File: config.mk
export PLATFORM = sky130hd
export DESIGN_NAME = pe_simd_row
export DESIGN_NICKNAME = d
export VERILOG_FILES = /design/src/rtl/pe_simd_row.sv
export SDC_FILE = /design/constraint.sdc
export NUM_CORES = 2
export LEC_CHECK = 0
export ABC_AREA = 1
export CORE_ASPECT_RATIO = 0.7
export CORE_MARGIN = 1.5
export CORE_UTILIZATION = 56
export CTS_CLUSTER_DIAMETER = 200
export DETAILED_ROUTE_END_ITERATION = 7
export PLACE_DENSITY = 0.73
export SETUP_SLACK_MARGIN = 0.4
export SYNTH_ARGS = -nofsm -noshare
export SYNTH_HDL_FRONTEND = slang
export SYNTH_SLANG_ARGS = --single-unit
File: constraint.sdc
create_clock -name i_clk -period 12.9 [get_ports i_clk]
set_input_delay 3.225 -clock i_clk [delete_from_list [all_inputs] [get_ports i_clk]]
set_output_delay 3.225 -clock i_clk [all_outputs]
set_load 0.005 [all_outputs]
File: src/rtl/pe_simd_row.sv
// One row of a SIMD processing element: an ifmap scratchpad shared by N_LANES output
// channels, each with its own weight taps and accumulator, drained one lane per beat.
module pe_simd_row #(
    parameter int DATA_BITWIDTH = 8,
    parameter int N_LANES       = 4,
    parameter int ACC_BITWIDTH  = 32,
    parameter int S_MAX         = 15,
    parameter int IFMAP_DEPTH   = 16
) (
    input  logic                               i_clk,
    input  logic                               i_rst,
    input  logic [2:0]                         i_inst_data,
    input  logic [7:0]                         i_conv_info,
    input  logic                               i_inst_valid,
    output logic                               o_inst_ready,
    output logic                               o_inst_err,
    input  logic [DATA_BITWIDTH-1:0]           i_ifmap_data,
    input  logic                               i_ifmap_valid,
    output logic                               o_ifmap_ready,
    input  logic [N_LANES*DATA_BITWIDTH-1:0]   i_wght_data,
    input  logic                               i_wght_valid,
    output logic                               o_wght_ready,
    input  logic [ACC_BITWIDTH-1:0]            i_psum_in_data,
    input  logic                               i_psum_in_valid,
    output logic                               o_psum_in_ready,
    output logic [ACC_BITWIDTH-1:0]            o_psum_out_data,
    output logic                               o_psum_out_valid,
    input  logic                               i_psum_out_ready
);
    localparam int IA_W   = $clog2(IFMAP_DEPTH);
    localparam int WA_W   = $clog2(S_MAX + 1);
    localparam int LANE_W = (N_LANES > 1) ? $clog2(N_LANES) : 1;

    localparam logic [2:0] OP_NOP      = 3'd0;
    localparam logic [2:0] OP_LD_W     = 3'd1;
    localparam logic [2:0] OP_LD_I     = 3'd2;
    localparam logic [2:0] OP_COMP     = 3'd3;
    localparam logic [2:0] OP_COMP_ACC = 3'd4;

    typedef enum logic [2:0] {ST_IDLE, ST_LD_W, ST_LD_I, ST_PSUM_IN, ST_MAC, ST_DRAIN} state_t;

    state_t state_reg, state_next;

    logic [2:0]              op_reg;
    logic [3:0]              s_reg, e_reg, e_idx_reg;
    logic [4:0]              cnt_reg;
    logic [LANE_W-1:0]       lane_reg;
    logic                    err_reg;
    logic [ACC_BITWIDTH-1:0] acc_reg [N_LANES];

    logic [N_LANES*DATA_BITWIDTH-1:0] wght_mem  [S_MAX];
    logic [DATA_BITWIDTH-1:0]         ifmap_mem [IFMAP_DEPTH];

    // Instruction decode straight off the input bus; only used in IDLE.
    logic [3:0] in_s, in_e;
    logic [5:0] in_span;
    logic       uses_e, is_reserved, is_zero, inst_err, inst_go;

    assign in_s        = i_conv_info[3:0];
    assign in_e        = i_conv_info[7:4];
    assign in_span     = {2'b00, in_s} + {2'b00, in_e} - 6'd1;
    assign uses_e      = (i_inst_data == OP_LD_I) || (i_inst_data == OP_COMP) ||
                         (i_inst_data == OP_COMP_ACC);
    assign is_reserved = (i_inst_data > OP_COMP_ACC);
    // LOAD_WGHT has no use for E, so only S gates it into a no-op.
    assign is_zero     = (in_s == 4'd0) || (uses_e && (in_e == 4'd0));
    assign inst_err    = is_reserved ||
                         ((i_inst_data != OP_NOP) && ({1'b0, in_s} > 5'(S_MAX))) ||
                         (uses_e && !is_zero && (in_span > 6'(IFMAP_DEPTH)));
    assign inst_go     = !inst_err && !is_zero && (i_inst_data != OP_NOP);

    logic inst_fire, wght_fire, ifmap_fire, psum_in_fire, psum_out_fire;
    assign inst_fire     = i_inst_valid    && o_inst_ready;
    assign wght_fire     = i_wght_valid    && o_wght_ready;
    assign ifmap_fire    = i_ifmap_valid   && o_ifmap_ready;
    assign psum_in_fire  = i_psum_in_valid && o_psum_in_ready;
    assign psum_out_fire = o_psum_out_valid && i_psum_out_ready;

    logic tap_last, ld_i_last, lane_last, e_last;
    assign tap_last  = (cnt_reg[3:0] == s_reg - 4'd1);
    assign ld_i_last = (cnt_reg == {1'b0, s_reg} + {1'b0, e_reg} - 5'd2);
    assign lane_last = (lane_reg == LANE_W'(N_LANES - 1));
    assign e_last    = (e_idx_reg == e_reg - 4'd1);

    // Datapath: one shared ifmap element times every lane's weight for the current tap.
    logic [DATA_BITWIDTH-1:0]         ifmap_rd;
    logic [N_LANES*DATA_BITWIDTH-1:0] wght_rd;
    logic signed [ACC_BITWIDTH-1:0]   prod_ext [N_LANES];

    assign ifmap_rd = ifmap_mem[IA_W'(e_idx_reg) + IA_W'(cnt_reg)];
    assign wght_rd  = wght_mem[cnt_reg[WA_W-1:0]];

    generate
        for (genvar gi = 0; gi < N_LANES; gi++) begin : g_lane
            logic signed [2*DATA_BITWIDTH-1:0] prod;
            assign prod         = $signed(ifmap_rd) * $signed(wght_rd[gi*DATA_BITWIDTH +: DATA_BITWIDTH]);
            assign prod_ext[gi] = ACC_BITWIDTH'(prod);
        end
    endgenerate

    always_ff @(posedge i_clk) begin
        if (!i_rst) state_reg <= ST_IDLE;
        else        state_reg <= state_next;
    end

    always_comb begin
        state_next = state_reg;
        case (state_reg)
            ST_IDLE: begin
                if (inst_fire && inst_go) begin
                    case (i_inst_data)
                        OP_LD_W:     state_next = ST_LD_W;
                        OP_LD_I:     state_next = ST_LD_I;
                        OP_COMP:     state_next = ST_MAC;
                        default:     state_next = ST_PSUM_IN;
                    endcase
                end
            end
            ST_LD_W:    if (wght_fire && tap_last)     state_next = ST_IDLE;
            ST_LD_I:    if (ifmap_fire && ld_i_last)   state_next = ST_IDLE;
            ST_PSUM_IN: if (psum_in_fire && lane_last) state_next = ST_MAC;
            ST_MAC:     if (tap_last)                  state_next = ST_DRAIN;
            ST_DRAIN: begin
                if (psum_out_fire && lane_last) begin
                    if (e_last)                     state_next = ST_IDLE;
                    else if (op_reg == OP_COMP_ACC) state_next = ST_PSUM_IN;
                    else                            state_next = ST_MAC;
                end
            end
            default: state_next = ST_IDLE;
        endcase
    end

    always_comb begin
        o_inst_ready     = (state_reg == ST_IDLE);
        o_wght_ready     = (state_reg == ST_LD_W);
        o_ifmap_ready    = (state_reg == ST_LD_I);
        o_psum_in_ready  = (state_reg == ST_PSUM_IN);
        o_psum_out_valid = (state_reg == ST_DRAIN);
        o_psum_out_data  = (state_reg == ST_DRAIN) ? acc_reg[lane_reg] : '0;
        o_inst_err       = err_reg;
    end

    always_ff @(posedge i_clk) begin
        if (!i_rst) begin
            op_reg    <= OP_NOP;
            s_reg     <= '0;
            e_reg     <= '0;
            e_idx_reg <= '0;
            cnt_reg   <= '0;
            lane_reg  <= '0;
            err_reg   <= 1'b0;
            for (int l = 0; l < N_LANES; l++) acc_reg[l] <= '0;
        end else begin
            err_reg <= inst_fire && inst_err;
            case (state_reg)
                ST_IDLE: begin
                    if (inst_fire) begin
                        op_reg    <= i_inst_data;
                        s_reg     <= in_s;
                        e_reg     <= in_e;
                        e_idx_reg <= '0;
                        cnt_reg   <= '0;
                        lane_reg  <= '0;
                        if (inst_go && i_inst_data == OP_COMP)
                            for (int l = 0; l < N_LANES; l++) acc_reg[l] <= '0;
                    end
                end
                ST_LD_W:  if (wght_fire)  cnt_reg <= cnt_reg + 5'd1;
                ST_LD_I:  if (ifmap_fire) cnt_reg <= cnt_reg + 5'd1;
                ST_PSUM_IN: begin
                    if (psum_in_fire) begin
                        acc_reg[lane_reg] <= i_psum_in_data;
                        lane_reg          <= lane_last ? '0 : lane_reg + LANE_W'(1);
                    end
                end
                ST_MAC: begin
                    for (int l = 0; l < N_LANES; l++) acc_reg[l] <= acc_reg[l] + prod_ext[l];
                    cnt_reg <= tap_last ? 5'd0 : cnt_reg + 5'd1;
                end
                ST_DRAIN: begin
                    if (psum_out_fire) begin
                        lane_reg <= lane_last ? '0 : lane_reg + LANE_W'(1);
                        if (lane_last) begin
                            e_idx_reg <= e_idx_reg + 4'd1;
                            if (!e_last && op_reg == OP_COMP)
                                for (int l = 0; l < N_LANES; l++) acc_reg[l] <= '0;
                        end
                    end
                end
                default: ;
            endcase
        end
    end

    // Scratchpads are deliberately outside reset so loaded data survives an abort.
    always_ff @(posedge i_clk) begin
        if (wght_fire)  wght_mem[cnt_reg[WA_W-1:0]]  <= i_wght_data;
        if (ifmap_fire) ifmap_mem[cnt_reg[IA_W-1:0]] <= i_ifmap_data;
    end

endmodule
==> run summary <==
STA classifies the critical path endpoint as a register. The origin of the worst min-delay path is op_reg[2]. The upper clock frequency limit is 105.5 MHz.

The sum of overflow across all layers after global routing came out at 0. The die boundary width came out at 363.1 microns. The estimated wirelength of the detail-placed design is 112.8 mm.

In this run the cell area of the synthesized design comes to 0.05083 sq mm. The sequential element share of the synthesized area came out at 42.85%. The required time of the critical path is 13.44 ns. The post-detailed-route count of antenna-violating nets is 0. The post-route DRC violation count came out at 0. TritonCTS built the clock tree. The synthesized instance count came out at 5825. Entering global routing, the biggest net connects 98 pins. Hold repair after CTS inserted 0 buffers. The net total in the final layout came out at 6453.

Setup repair after global routing left no endpoint under its margin. The routability-driven placement congestion ratio came out at 1.083. The total of buffers placed on input and output ports came out at 127. In the final layout, the share of cells above drive strength 1 is 4.457%. After synthesis, the largest area contributor takes up 37.81% of total cell area. The end of the worst register-to-register path is acc_reg[1][20]. The cell at the root of the clock tree is clkbuf_16. In this run, synthesis produced a sequential element count of 768.

The first-pass GRT wire length came out at 245.1 mm. The vertical extent of the die came out at 255.1 microns. The max-capacitance violation count is 0.

The post-detailed-route wirelength per cell is 22.63 microns. The area of combinational cells with multiple inputs came out at 0.02529 sq mm. The worst hold path terminates at op_reg[2]. Counting the buffers created by CTS gives 77. The routed via count is 43110. The setup check on the worst reg-to-reg path leaves a slack of 3.42 ns.

The initial antenna violation count came out at 4. The aggregate routed wire length is 161.9 mm. The area of the die came out at 0.09262 sq mm.

The number of enable flip-flop cells after synthesis is 640. The max-slew violation count came out at 0. The cell that appears most often on the critical path is nand2_1. The register cell area after layout is 0.02179 sq mm. The first detailed-routing pass took 6 iterations.

The fill cell total of the finished layout came out at 7720. The synthesis warning total is 0. In this run the worst setup path begins at cnt_reg[0].

The distinct cell type count of the synthesized netlist came out at 59. The via count of the first global-routing pass is 40940. The count of H-tree levels built during CTS came out at 3.

The post-CTS setup repair buffer count came out at 0. After clock tree synthesis, the repair step resized 0 gates. The synthesized design spends more area on one cell type than any other, namely edfxtp_1.

For this run, the total global-route usage over all layers was measured as 34.91%. The worst hold path stage count came out at 2. The worst-path cell with the longest stage delay is ha_1. The minimum clock period after layout is 9.478 ns. The number of flip-flops under the largest register name is 480.

The worst slew slack as a fraction of its limit is 13.45%. The initial standard-cell utilization of the core came out at 56.47%. Sorting the synthesized cells by area gives the leading types as edfxtp_1 (38%), nand2_1 (9.3%), fa_1 (9.1%), ha_1 (6.6%), inv_1 (5.3%). By instance count, the leading cell after synthesis is nand2_1.

The core footprint is 0.09002 sq mm. The final count of negative-setup-slack endpoints came out at 0. The number of placed I/O pins is 128. The buffer and inverter count on the worst path is 8. The DRC marker count from the first detailed-route iteration is 5483. From synthesis to final layout, the design area changed by 9.289%. At the pin with the least slew margin, the transition time is 1.288 ns.

The launch instance of the worst register-to-register path is cnt_reg[0]. The final clock period utilization by the worst path came out at 73.47%. The via density per instance came out at 6.028. STA classifies the critical path startpoint as a register. The clock latency reported for the late side of the worst-skew pair is 0.69 ns. The average footprint of a synthesized cell came out at 8.727 sq um.

The run finished with clean final reports. Broken down by cell family, the worst path's largest delay share belongs to adder cells. The final count of hold timing violations came out at 0. Counting instances in the post-synthesis netlist gives the leading cell types as nand2_1 (1253), inv_1 (711), nor2_1 (645). In the synthesized netlist the dominant register cell turns out to be edfxtp_1. The standard-cell row count came out at 92. The clock-pin transition on the worst setup and hold timing paths came out at 0.07 ns. The maximum clock insertion buffer count is 3.

The critical path is of the register to register type. The worst clock skew on the final layout came out at 0.03990 ns. The largest stage delay on the critical path is 0.64 ns. The proportion of synthesized flip-flops having asynchronous set or reset is 0%. The post-synthesis net count is 6414. The number of cells traversed by the worst register-to-register path is 36. The number of sinks handled by clock tree synthesis is 768. The highest fanout seen on the critical path is 44. Data on the critical path arrives at its endpoint at 10.02 ns. The min-delay analysis places its worst path in the category register to register.

The total negative slack came out at 0 ns.
## worst max-delay path by stage
stage               cells past startpoint  slack, ns        endpoint
finish                                 36       3.42  acc_reg[1][20]
global route                           37       2.83  acc_reg[2][22]
CTS                                    38       3.61  acc_reg[2][22]
detailed placement                     38       3.61  acc_reg[2][22]
global placement                       38       3.78  acc_reg[2][22]
floorplan                              38       5.56  acc_reg[3][25]
## per-stage QoR
step	utilization [%]	setup slack [ns]	cells	hold WS, ns	instance area [sq um]
4_1_cts	61.70	3.609	7145	0.5011	55540
3_5_place_dp	59.01	3.606	7007	0.4929	53120
5_1_grt	61.71	2.835	7149	0.5335	55550
3_3_place_gp	59.01	3.782	7007	0.4799	53120
2_1_floorplan	-	5.564	5825	0.4643	50830
6_report	61.72	3.422	7152	0.5014	55560
## layer usage
layer  up-vias  track usage, %  share of wire [%]
li1      19840               -                  -
met1     20710           51.92                 43
met2      2316           49.44                 41
met3       249           10.07                 13
met4         2           9.647                2.4
met5         -          0.9804              0.081
## placed cells by master (no fill, tap or decap), drive strengths merged, types with 58 or more instances in the layout
cell	n
nand2	1256
inv	735
nor2	650
edfxtp	640
a21oi	476
o21ai	315
ha	268
nand3	238
fa	231
nand4	135
dfxtp	128
clkdlybuf4s50	127
a31oi	96
clkbuf	90
buf	63
nor3	58
## worst register-to-register path: cells and delay by family, from the launching register on
kind	cells	cell delay [ns]
and+or+nand+nor	16	2.68
DFF	1	0.48
AOI/OAI and AO/OA	4	1.00
adders and majority gates	8	3.60
buffers and inverters	8	1.58
## logic make-up after synthesis
kind of cell               after synthesis  share of synthesized area (%)
AOI/OAI and AO/OA                     1115                          12.83
adders and majority gates              499                          15.69
buffers and inverters                  962                          7.635
DFF                                    768                          42.85
and+or+nand+nor                       2393                          19.45
xor gates and xnor gates                88                          1.546
## area by class of cell
cell class	count	area share (%)
Antenna cell	7	0.03153
Clock inverter	48	0.7590
Inverter	732	4.959
Sequential cell	768	39.23
Timing Repair Buffer	190	3.162
Clock buffer	90	3.597
Multi-Input combinational cell	4095	45.51
Tap cell	1222	2.752
Power is left out: the tool's default activity adds up to more than one toggle a clock period on the data nets, which glitch-free logic cannot reach.
